**src/rtl/pipe_ctrl_pkg.sv**
```systemverilog
// Shared types and encodings for the pipeline hazard/stall sequencer.
package pipe_ctrl_pkg;

  // RUN: normal issue. BUSY: a multi-cycle MDU op is parked in EX.
  typedef enum logic {
    ST_RUN  = 1'b0,
    ST_BUSY = 1'b1
  } state_e;

  // EX jump-type encodings; 2'b11 is reserved and behaves like JUMP_NONE.
  localparam logic [1:0] JUMP_NONE = 2'b00;
  localparam logic [1:0] JUMP_JAL  = 2'b01;
  localparam logic [1:0] JUMP_JALR = 2'b10;

endpackage

```
**src/rtl/hazard_detect.sv**
```systemverilog
// Load-use hazard compare: a load in EX whose destination is read by the
// instruction in ID. x0 never creates a dependency.
module hazard_detect (
  input  logic       i_ex_mem_read,
  input  logic [4:0] i_ex_rd,
  input  logic [4:0] i_id_rs1,
  input  logic [4:0] i_id_rs2,
  input  logic       i_id_use_rs1,
  input  logic       i_id_use_rs2,
  output logic       o_load_use
);

  logic w_hit_rs1;
  logic w_hit_rs2;

  assign w_hit_rs1  = i_id_use_rs1 & (i_id_rs1 == i_ex_rd);
  assign w_hit_rs2  = i_id_use_rs2 & (i_id_rs2 == i_ex_rd);
  assign o_load_use = i_ex_mem_read & (i_ex_rd != 5'd0) & (w_hit_rs1 | w_hit_rs2);

endmodule

```
**src/rtl/pipe_hazard_ctrl.sv**
```systemverilog
// Central stall/flush sequencer: merges EX redirects, ID load-use hazards and
// multi-cycle MDU ops into per-stage enables/flushes, runs the MDU start/wait
// handshake with a watchdog, and keeps saturating stall/flush counters.
module pipe_hazard_ctrl
  import pipe_ctrl_pkg::*;
#(
  parameter int CNT_W       = 32,
  parameter int MDU_TIMEOUT = 64
) (
  input  logic             clk_i,
  input  logic             rst_i,
  input  logic             branch,
  input  logic             branch_taken,
  input  logic [1:0]       jump,
  input  logic             ex_mem_read,
  input  logic [4:0]       ex_rd,
  input  logic [4:0]       id_rs1,
  input  logic [4:0]       id_rs2,
  input  logic             id_use_rs1,
  input  logic             id_use_rs2,
  input  logic             ex_mdu_op,
  input  logic             mdu_done,
  output logic             pc_write,
  output logic             ifid_write,
  output logic             if_flush,
  output logic             id_flush,
  output logic             ex_freeze,
  output logic             mdu_start,
  output logic             mdu_abort,
  output logic             err_timeout,
  output logic [CNT_W-1:0] stall_cnt,
  output logic [CNT_W-1:0] flush_cnt
);

  localparam int               WD_W    = (MDU_TIMEOUT > 2) ? $clog2(MDU_TIMEOUT) : 1;
  localparam logic [WD_W-1:0]  WD_LAST = WD_W'(MDU_TIMEOUT - 1);
  localparam logic [CNT_W-1:0] CNT_MAX = '1;

  state_e           r_state;
  state_e           w_state_nxt;
  logic [WD_W-1:0]  r_wdog;
  logic [WD_W-1:0]  w_wdog_nxt;
  logic             r_err;
  logic             w_err_set;
  logic             w_flush_evt;
  logic [CNT_W-1:0] r_stall_cnt;
  logic [CNT_W-1:0] r_flush_cnt;
  logic             w_redirect;
  logic             w_load_use;

  hazard_detect u_hazard_detect (
    .i_ex_mem_read (ex_mem_read),
    .i_ex_rd       (ex_rd),
    .i_id_rs1      (id_rs1),
    .i_id_rs2      (id_rs2),
    .i_id_use_rs1  (id_use_rs1),
    .i_id_use_rs2  (id_use_rs2),
    .o_load_use    (w_load_use)
  );

  assign w_redirect = (branch & branch_taken) | (jump == JUMP_JAL) | (jump == JUMP_JALR);

  // State, watchdog and sticky error register
  always_ff @(posedge clk_i) begin
    if (rst_i) begin
      r_state <= ST_RUN;
      r_wdog  <= '0;
      r_err   <= 1'b0;
    end else begin
      r_state <= w_state_nxt;
      r_wdog  <= w_wdog_nxt;
      if (w_err_set) r_err <= 1'b1;
    end
  end

  // Mealy next-state and per-stage control; reset forces the flush pattern
  always_comb begin
    w_state_nxt = r_state;
    w_wdog_nxt  = r_wdog;
    w_err_set   = 1'b0;
    w_flush_evt = 1'b0;
    pc_write    = 1'b1;
    ifid_write  = 1'b1;
    if_flush    = 1'b0;
    id_flush    = 1'b0;
    ex_freeze   = 1'b0;
    mdu_start   = 1'b0;
    mdu_abort   = 1'b0;
    if (rst_i) begin
      w_state_nxt = ST_RUN;
      pc_write    = 1'b0;
      ifid_write  = 1'b0;
      if_flush    = 1'b1;
      id_flush    = 1'b1;
    end else begin
      case (r_state)
        ST_RUN: begin
          if (ex_mdu_op) begin
            mdu_start   = 1'b1;
            ex_freeze   = 1'b1;
            pc_write    = 1'b0;
            ifid_write  = 1'b0;
            w_state_nxt = ST_BUSY;
            w_wdog_nxt  = '0;
          end else if (w_redirect) begin
            // Redirect squashes any load-use dependent sitting in ID
            if_flush    = 1'b1;
            id_flush    = 1'b1;
            w_flush_evt = 1'b1;
          end else if (w_load_use) begin
            pc_write    = 1'b0;
            ifid_write  = 1'b0;
            id_flush    = 1'b1;
          end
        end
        ST_BUSY: begin
          if (mdu_done) begin
            // Done wins over a same-cycle watchdog expiry
            w_state_nxt = ST_RUN;
          end else if (r_wdog == WD_LAST) begin
            pc_write    = 1'b0;
            ifid_write  = 1'b0;
            mdu_abort   = 1'b1;
            if_flush    = 1'b1;
            id_flush    = 1'b1;
            w_err_set   = 1'b1;
            w_state_nxt = ST_RUN;
          end else begin
            pc_write    = 1'b0;
            ifid_write  = 1'b0;
            ex_freeze   = 1'b1;
            w_wdog_nxt  = r_wdog + 1'b1;
          end
        end
        default: w_state_nxt = ST_RUN;
      endcase
    end
  end

  // Saturating performance counters
  always_ff @(posedge clk_i) begin
    if (rst_i) begin
      r_stall_cnt <= '0;
      r_flush_cnt <= '0;
    end else begin
      if (!pc_write && (r_stall_cnt != CNT_MAX)) r_stall_cnt <= r_stall_cnt + 1'b1;
      if (w_flush_evt && (r_flush_cnt != CNT_MAX)) r_flush_cnt <= r_flush_cnt + 1'b1;
    end
  end

  assign err_timeout = r_err;
  assign stall_cnt   = r_stall_cnt;
  assign flush_cnt   = r_flush_cnt;

endmodule

```
**config.mk**
```make
export PLATFORM = sky130hd
export DESIGN_NAME = pipe_hazard_ctrl
export DESIGN_NICKNAME = d
export VERILOG_FILES = /design/src/rtl/pipe_ctrl_pkg.sv /design/src/rtl/hazard_detect.sv /design/src/rtl/pipe_hazard_ctrl.sv
export SDC_FILE = /design/constraint.sdc
export NUM_CORES = 1
export LEC_CHECK = 0
export BUFFER_PORTS_ARGS = -buffer_cell sky130_fd_sc_hd__clkbuf_2
export CAP_MARGIN = 5
export CORE_ASPECT_RATIO = 1.5
export CORE_MARGIN = 3
export CORE_UTILIZATION = 45
export DETAILED_ROUTE_END_ITERATION = 7
export GPL_TIMING_DRIVEN = 0
export PLACE_DENSITY = 0.73
export SYNTH_ARGS = -nofsm -noshare
export SYNTH_HDL_FRONTEND = slang
export SYNTH_SLANG_ARGS = --single-unit
```
**constraint.sdc**
```tcl
create_clock -name clk_i -period 4.2 [get_ports clk_i]
set_input_delay 0.21 -clock clk_i [delete_from_list [all_inputs] [get_ports clk_i]]
set_output_delay 0.21 -clock clk_i [all_outputs]
set_load 0.02 [all_outputs]
```
==> results of run 1 <==
==> cells in the final DEF (no fill, tap or decap), drive strengths merged, types with 5 or more instances in the layout <==
cell type | Yosys | layout
nor3 | 10 | 10
nor4 | 6 | 6
buf | 11 | 11
nand4 | 19 | 19
and3 | 11 | 11
nor2b | 11 | 11
and4 | 14 | 14
nand2b | 5 | 5
mux2 | 8 | 8
or3 | 28 | 28
xor2 | 15 | 15
xnor2 | 25 | 25
nor2 | 49 | 49
clkbuf | 12 | 121
nor3b | 5 | 5
and2 | 5 | 5
o21ai | 31 | 31
dfxtp | 72 | 72
nand3 | 29 | 29
a21oi | 34 | 34
nand2 | 27 | 27
==> worst max-delay path, stage by stage (launching register included) <==
cell and delay [ns]:
dfxtp_1 0.35, nor2_1 0.24, o21a_1 0.32, a211oi_2 0.08, a211oi_2 0.27, buf_4 0.21, buf_6 0.16, buf_12 0.15
buf_4 0.11, clkbuf_2 0.15
==> registers in the layout (all words and copies together), names as in the netlist <==
| register | flops |
|---|---|
| err_timeout | 1 |
| r_wdog | 6 |
| flush_cnt | 32 |
| stall_cnt | 32 |
| r_state | 1 |
==> cells by family after synthesis <==
group	share of synthesized area
and+or+nand+nor	0.339
AOI/OAI and AO/OA	0.125
DFF	0.373
xor gates and xnor gates	0.0906
buffers and inverters	0.0372
muxes	0.0259
adders and majority gates	0.00971
==> metal layers <==
metal	vias to the layer above	GRT usage
met4	0	0.107
met3	20	0.0428
met5	-	0
met1	1792	0.237
li1	1869	-
met2	126	0.388
==> final timing paths <==
check	startpoint	to	slack, ns	depth (start not counted)
max	r_state	pc_write	1.61	9
min	mdu_done	r_wdog[1]	0.31	4
max reg2reg	flush_cnt[2]	flush_cnt[31]	1.68	6
min reg2reg	err_timeout	err_timeout	0.47	2
==> where the power goes <==
group	switching (mW)	internal (mW)	leakage [nW]
registers	0.00679	0.689	0.581
logic	0.0748	0.0438	1.12
clock network	0.285	0.445	0.145
==> stage by stage <==
step	std cells	area (sq um)	worst slack [ns]
floorplan	456	3860	2.01
global placement	657	4480	1.79
detailed placement	657	4480	1.71
CTS	673	4760	1.59
global route	673	4760	1.45
finish	673	4760	1.61
==> layout make-up <==
cell class / instances / area share
Buffer: 23 / 0.0279
Clock buffer: 13 / 0.0568
Clock inverter: 3 / 0.00315
Inverter: 3 / 0.00236
Multi-Input combinational cell: 358 / 0.479
Sequential cell: 72 / 0.303
Tap cell: 105 / 0.0276
Timing Repair Buffer: 96 / 0.101
==> flow_summary.toml, run 1 <==
[grt]
overflow = 0
grt_max_degree = 12
antenna_found_initial = 0
grt_pass1_wl_mm = 16.9
grt_pass1_vias = 3645
grt_use_total = 0.217

[hold_path]
min_path_type = "in2reg"

[placement]
portBuffers = 96
place_hpwl_mm = 7.79
routabilityCongestion = 0.843

[clocking]
clkTransAtPathRegs_ns = 0.06
ctsHtreeMaxLevel = 3
cts-buffers-inserted = 9
postCtsSetupRepairBufs = 0
hold_buffers = 0
clock_sinks = 72
clk_path_buf_depth = 2
root_buffer = "clkbuf_16"
clkLatencyLatePin_ns = 0.33
ctsResizeCount = 0
cts_tree = "built"

[layout]
antenna_cells = 0
drive_gt1_frac = 0.273
fin_util = 0.580
multi_input_area_sq_mm = 0.00228
fin_nets = 592
syn_to_final_growth_pct = 23.2
register_area_sq_mm = 0.00144
fillCellCount = 779

[synthesis]
yosys.area.top_type_share = 0.373
synthCells = 456
ys_warn_count = 0
ys_ff_latch = 72
synthFlopType = "dfxtp_1"
synthesis.nets = 485
syn_avg_cell_area_sq_um = 8.48
synth_top_area_cell = "dfxtp_1"
netlist_area_sq_mm = 0.00386
yosysMostFrequentCell = "dfxtp_1"
synth_edf_count = 0
synthTopCellsByArea = "dfxtp_1 37%, xnor2_1 5.7%, nor2_1 4.8%"
ys_types = 46
async_flop_share = 0
yosysSeqAreaShare = 0.373
ys_top_cells_by_count = "72 x dfxtp_1, 49 x nor2_1, 28 x or3_1"

[timing]
slew_headroom = 0.335
setup_viol = 0
fin_skew_ns = 0.00533
fin_crit_ns = 2.59
holdWs_ns = 0.310
post-route-period-util = 0.617
tns_ns = 0
tightestPinTransition_ns = 0.989
fmax_mhz = 386
rsz0062_at_grt = "no"
maxSlewViolCount = 0
hold_viol_final = 0

[floorplan]
core_area_sq_mm = 0.00821
initial_core_util = 0.471
die_area_sq_mm = 0.00976
die_w_microns = 81.7
io-pin-count = 98
row_count = 40
die_h_microns = 120

[power]
vdd_ir_drop_max_mv = 0.237
p_leak_nw = 1.85
power_density_mw_per_mm2 = 324
power_mw = 1.54

[flow_run]
max_cap_viol_count = 0

[setup_path]
path_max_fanout = 11
start_kind = "register"
cp-end-kind = "output pin"
arrival_ns = 2.38
required_ns = 3.99
worstSetupPathType = "reg2out"

[drt]
num_vias = 3807
drt_iter0_markers = 146
ant_nets = 0
wl_met1_mm = 3.97
met2_wirelength_mm = 5.49
wire_per_inst_microns = 15.4
drt-total-wl_mm = 10.4
top_layer_used = "met4"
routed_via_density = 5.66
wl_met3_microns = 620
firstDrtPassIters = 5
drc_errors = 0

[status]
outcome = "finished clean"
Power figures use the tool's default switching activity.
==> inputs of run 2 (changes only) <==
PLACE_DENSITY = 0.76   (was 0.73)
clock period = 2.08 ns   (was 4.2 ns; I/O delays follow)
==> run 2 against run 1 <==
  * Final cell count rose by 2.2%
  * Combinational power up 120%
  * Critical path depth is the same
  * Global-route usage down 0.082 points
  * Worst hold slack worse by 0.13 ns
  * Sequential share of layout area down 1.4 points
  * Die area did not move
  * Register-to-register slack worse by 1.6 ns
  * Highest routed layer unchanged
==> flow_summary.toml, run 2 (same netlist as run 1, synthesis figures left out) <==
[grt]
grt_use_total = 0.217
overflow = 0
grt_pass1_vias = 3669
antenna_found_initial = 0
grt_pass1_wl_mm = 16.9
grt_max_degree = 13

[power]
combPwrFrac = 0.082
power.share.clock = 0.481
power_mw = 3.21
p_switching_uw = 756
power_density_mw_per_mm2 = 637
vdd_ir_drop_max_mv = 0.513
p_leak_nw = 1.95
pwr-share-seq = 0.436
netSwitchingFraction = 0.235
p_int_mw = 2.46

[floorplan]
row_count = 40
die_area_sq_mm = 0.00976
io-pin-count = 98
initial_core_util = 0.471
core_area_sq_mm = 0.00821
die_h_microns = 120
die_w_microns = 81.7

[timing]
slew_headroom = 0.474
fin_crit_ns = 2.00
rsz0062_at_grt = "yes"
fin_ws_ns = 0.0757
maxSlewViolCount = 0
post-route-period-util = 0.964
tns_ns = 0
setup_viol = 0
fmax_mhz = 499
hold_viol_final = 0
tightestPinTransition_ns = 0.781
fin_skew_ns = 0.00657

[setup_path]
r2r-end = "stall_cnt[11]"
r2r-start = "stall_cnt[6]"
required_ns = 2.30
slowest_delay_ns = 0.35
critical_path.cell_chain = "and4_1, clkbuf_4, and4_1, clkbuf_4, nand3_4, buf_6, nand2_1, nor3_2, mux2_2"
reg2regPathDepth = 9
cp-end-kind = "register"
crit_end = "stall_cnt[11]"
startpoint = "stall_cnt[6]"
arrival_ns = 2.22
path_buf_inv = 3
crit_family = "simple AND/OR/NAND/NOR gates"
start_kind = "register"
path_max_fanout = 10
reg2reg_slack_ns = 0.08
worstSetupPathType = "reg2reg"
slowest_stage = "mux2_2"
path_depth = 9

[placement]
place_area_sq_mm = 0.00449
routabilityCongestion = 0.947
place_hpwl_mm = 7.67
portBuffers = 96
preCtsSetupSlack_ns = -0.311

[layout]
syn_to_final_growth_pct = 30.6
antenna_cells = 0
final_common_cell = "clkbuf_2"
mostFrequentLayoutCells = "96 x clkbuf_2, 63 x dfxtp_1, 47 x nor2_1, 28 x or3_1"
drive_gt1_frac = 0.340
final_cell_area_sq_mm = 0.00505
fin_nets = 607
fillCellCount = 721

[drt]
routed_via_density = 5.60
num_vias = 3850
wire_per_inst_microns = 15.4
drc_errors = 0
firstDrtPassIters = 4
ant_nets = 0
drt-total-wl_mm = 10.6
drt_iter0_markers = 173

[clocking]
clock_sinks = 72
ctsHtreeMaxLevel = 3
cts-buffers-inserted = 9
clkLatencyLatePin_ns = 0.33
clk_path_buf_depth = 2
cts_tree = "built"
root_buffer = "clkbuf_16"
clkTransAtPathRegs_ns = 0.06
hold_buffers = 0

[status]
outcome = "finished clean"

[hold_path]
min_path_type = "in2reg"

[flow_run]
max_cap_viol_count = 0
## run 2: repair_timing
item / in CTS / in global routing
buffers inserted: 7 / 8
pin swaps: 3 / 6
endpoints found under the setup margin: 43 / 36
gates resized for setup: 19 / 19
## run 2: how the worst min path moves through the flow
stage / from / cells after the start / slack, ns / end
floorplan: mdu_done / 3 / 0.35 / r_wdog[1]
global placement: err_timeout / 2 / 0.46 / err_timeout
detailed placement: err_timeout / 2 / 0.47 / err_timeout
CTS: mdu_done / 4 / 0.18 / r_wdog[1]
global route: mdu_done / 4 / 0.24 / r_wdog[1]
finish: mdu_done / 4 / 0.18 / r_wdog[1]
## run 2: power by group through the flow
| stage | sequential, mW | combinational [mW] | clock, mW |
|---|---|---|---|
| 6_report | 1.40 | 0.265 | 1.55 |
| 5_1_grt | 1.40 | 0.289 | 1.64 |
| 4_1_cts | 1.40 | 0.254 | 1.57 |
| 3_5_place_dp | 1.43 | 0.240 | 0 |
| 3_3_place_gp | 1.43 | 0.234 | 0 |
| 2_1_floorplan | 1.44 | 0.144 | 0 |
## run 2: area by class of cell
| cell class | instances | area, sq um | share of cell area |
|---|---|---|---|
| Buffer | 23 | 148 | 0.0292 |
| Sequential cell | 72 | 1460 | 0.289 |
| Clock buffer | 12 | 246 | 0.0488 |
| Clock inverter | 4 | 53.8 | 0.0107 |
| Tap cell | 105 | 131 | 0.0260 |
| Multi-Input combinational cell | 358 | 2400 | 0.476 |
| Inverter | 3 | 11.3 | 0.00223 |
| Timing Repair Buffer | 111 | 596 | 0.118 |
## run 2: layer usage
| metal | global-route usage | part of all wire |
|---|---|---|
| met1 | 0.243 | 0.39 |
| met2 | 0.389 | 0.53 |
| met3 | 0.0353 | 0.058 |
| met4 | 0.0946 | 0.025 |
| met5 | 0 | 0 |
## run 2: tightest hold or removal path, delay by kind of cell
family | cells | cell delay [ns]
AOI/OAI and AO/OA | 2 | 0.16
buffers and inverters | 1 | 0.11
and+or+nand+nor | 1 | 0.08
## run 2: per-stage QoR
| step | hold slack, ns | util | cells |
|---|---|---|---|
| floorplan | 0.347 | - | 456 |
| global placement | 0.462 | 0.547 | 657 |
| detailed placement | 0.470 | 0.547 | 657 |
| CTS | 0.181 | 0.600 | 680 |
| global route | 0.237 | 0.615 | 688 |
| finish | 0.178 | 0.615 | 688 |
==> inputs of run 3 (changes only) <==
ABC_AREA = 1   (was not set)
PLACE_DENSITY = 0.75   (was 0.76)
==> run 3 against run 2 <==
  * Core utilization decreased by 3.6 points
  * Wire length is 22% higher
  * Combinational power increased by 6%
  * Area after synthesis rose by 16%
  * Critical path depth is the same
  * Critical endpoint is now stall_cnt[2]
  * Highest routed layer unchanged
==> flow_summary.toml, run 3 <==
[status]
outcome = "finished clean"

[hold_path]
min_path_type = "in2reg"

[timing]
rsz0062_at_grt = "yes"
tns_ns = 0
slew_headroom = 0.620
fin_skew_ns = 0.00704
hold_viol_final = 0
fin_crit_ns = 1.99
maxSlewViolCount = 0
post-route-period-util = 0.955
tightestPinTransition_ns = 0.570
holdWs_ns = 0.145
setup_viol = 0
fmax_mhz = 503

[synthesis]
synthFlopType = "dfxtp_1"
synth-simple-area-share = 0.407
ys_top_cells_by_count = "223 x nand2_1, 78 x nor2_1, 72 x dfxtp_1"
yosys.area.top_type_share = 0.321
synthMuxAreaShare = 0
synthesis.nets = 736
syn_avg_cell_area_sq_um = 6.34
ys_ff_latch = 72
synthTopCellsByArea = "dfxtp_1 32%, nand2_1 19%, a21oi_1 7.1%"
synth_edf_count = 0
synth-compound-area-share = 0.0868
ys_warn_count = 0
netlist_area_sq_mm = 0.00448
synth_xor_area_frac = 0.0996
synthAdderAreaFrac = 0.00837
synth_top_area_cell = "dfxtp_1"
yosysSeqAreaShare = 0.321
synthCells = 707
async_flop_share = 0
yosysMostFrequentCell = "nand2_1"
ys_types = 33
synth_top_family_by_area = "simple AND/OR/NAND/NOR gates"

[setup_path]
start_kind = "register"
arrival_ns = 2.20
worstSetupPathType = "reg2reg"
critical_path.cell_chain = "nand2_1, nor2_4, nand2_4, nor4_4, nand3_4, buf_4, buf_4, nand3_1, a21oi_1"
required_ns = 2.29
cp-end-kind = "register"
crit_family = "simple AND/OR/NAND/NOR gates"
slowest_delay_ns = 0.48
slowest_stage = "dfxtp_1"
timing.critical_path.mode_cell = "buf_4"
path_buf_inv = 2
path_max_fanout = 7

[layout]
syn_to_final_growth_pct = 25.1
antenna_cells = 0
mostFrequentLayoutCells = "222 x nand2_1, 97 x clkbuf_2, 74 x nor2_1, 67 x dfxtp_1, 64 x a21oi_1"
final_cell_area_sq_mm = 0.00561
fin_util = 0.579
final_common_cell = "nand2_1"
fin_nets = 852
drive_gt1_frac = 0.203

[grt]
overflow = 0
grt_pass1_wl_mm = 21.0
antenna_found_initial = 0
grt_max_degree = 13
grt_use_total = 0.236
grt_pass1_vias = 4633

[drt]
routed_via_density = 5.24
firstDrtPassIters = 5
wire_per_inst_microns = 13.7
drt_iter0_markers = 256
num_vias = 4942
drc_errors = 0
drt-total-wl_mm = 12.9
ant_nets = 0

[floorplan]
die_area_sq_mm = 0.0112
row_count = 44
core_area_sq_mm = 0.00969
initial_core_util = 0.463
die_h_microns = 128
die_w_microns = 87.5
io-pin-count = 98

[placement]
portBuffers = 96
place_area_sq_mm = 0.00511
routabilityCongestion = 1.00
place_hpwl_mm = 10.0

[clocking]
cts-buffers-inserted = 9
clk_path_buf_depth = 2
root_buffer = "clkbuf_16"
clkLatencyLatePin_ns = 0.34
hold_buffers = 0
ctsHtreeMaxLevel = 3
cts_tree = "built"
clkTransAtPathRegs_ns = 0.06
clock_sinks = 72

[power]
vdd_ir_drop_max_mv = 0.428
power_mw = 3.27
power_density_mw_per_mm2 = 583
p_leak_nw = 2.35

[flow_run]
max_cap_viol_count = 0
==> run 3: cell count changes after synthesis, sizes merged, moves of 24 or more <==
| cell | previous run | this run |
|---|---|---|
| nor2 | 49 | 82 |
| or3 | 28 | 0 |
| nand2 | 27 | 227 |
| a21oi | 34 | 64 |
| inv | 3 | 60 |
| nand3 | 29 | 53 |
| o21ai | 31 | 5 |
==> run 3: worst min-delay path, delay by kind of cell <==
family	cells	cell delay [ns]
compound gates	2	0.17
buf+inv	1	0.10
simple gates	1	0.06
==> run 3: per-layer routing <==
metal / GRT usage / vias up / routed length (microns)
li1: - / 2523 / -
met1: 0.265 / 2183 / 4960
met2: 0.419 / 198 / 6620
met3: 0.0444 / 38 / 831
met4: 0.111 / 0 / 495
met5: 0 / - / 0
==> run 3: cell families after synthesis <==
| group | Yosys count |
|---|---|
| buffers and inverters | 83 |
| AOI/OAI and AO/OA | 75 |
| and+or+nand+nor | 423 |
| DFF | 72 |
| adders and majority gates | 3 |
| xor gates and xnor gates | 51 |
==> run 3: layout make-up <==
class,count,area (sq um)
Fill cell,968,4080
Timing Repair Buffer,105,548
Buffer,23,144
Inverter,60,225
Sequential cell,72,1450
Clock inverter,4,51.3
Multi-Input combinational cell,552,2790
Tap cell,115,144
Clock buffer,12,256
==> run 3: timing repair <==
item | CTS | global route
pin swaps | 6 | 6
endpoints found under the setup margin | 64 | 66
setup buffers | 4 | 5
gates resized for setup | 18 | 21
gates cloned | 0 | 0
==> run 3: power by group <==
| group | switching, mW | internal (mW) |
|---|---|---|
| clock network | 0.590 | 0.996 |
| logic | 0.179 | 0.101 |
| registers | 0.0142 | 1.39 |
| total | 0.784 | 2.49 |
==> run 3: final timing paths <==
check,startpoint,endpoint,slack (ns),depth (start not counted)
max reg2reg,stall_cnt[2],stall_cnt[2],0.09,9
min reg2reg,err_timeout,err_timeout,0.47,1
max,stall_cnt[2],stall_cnt[2],0.09,9
min,mdu_done,r_wdog[0],0.14,4
==> run 3: metrics by stage <==
step | cells | setup WS, ns
detailed placement | 918 | -0.230
global placement | 918 | -0.216
CTS | 938 | 0.00791
global route | 943 | -0.0431
floorplan | 707 | 0.0839
finish | 943 | 0.0932
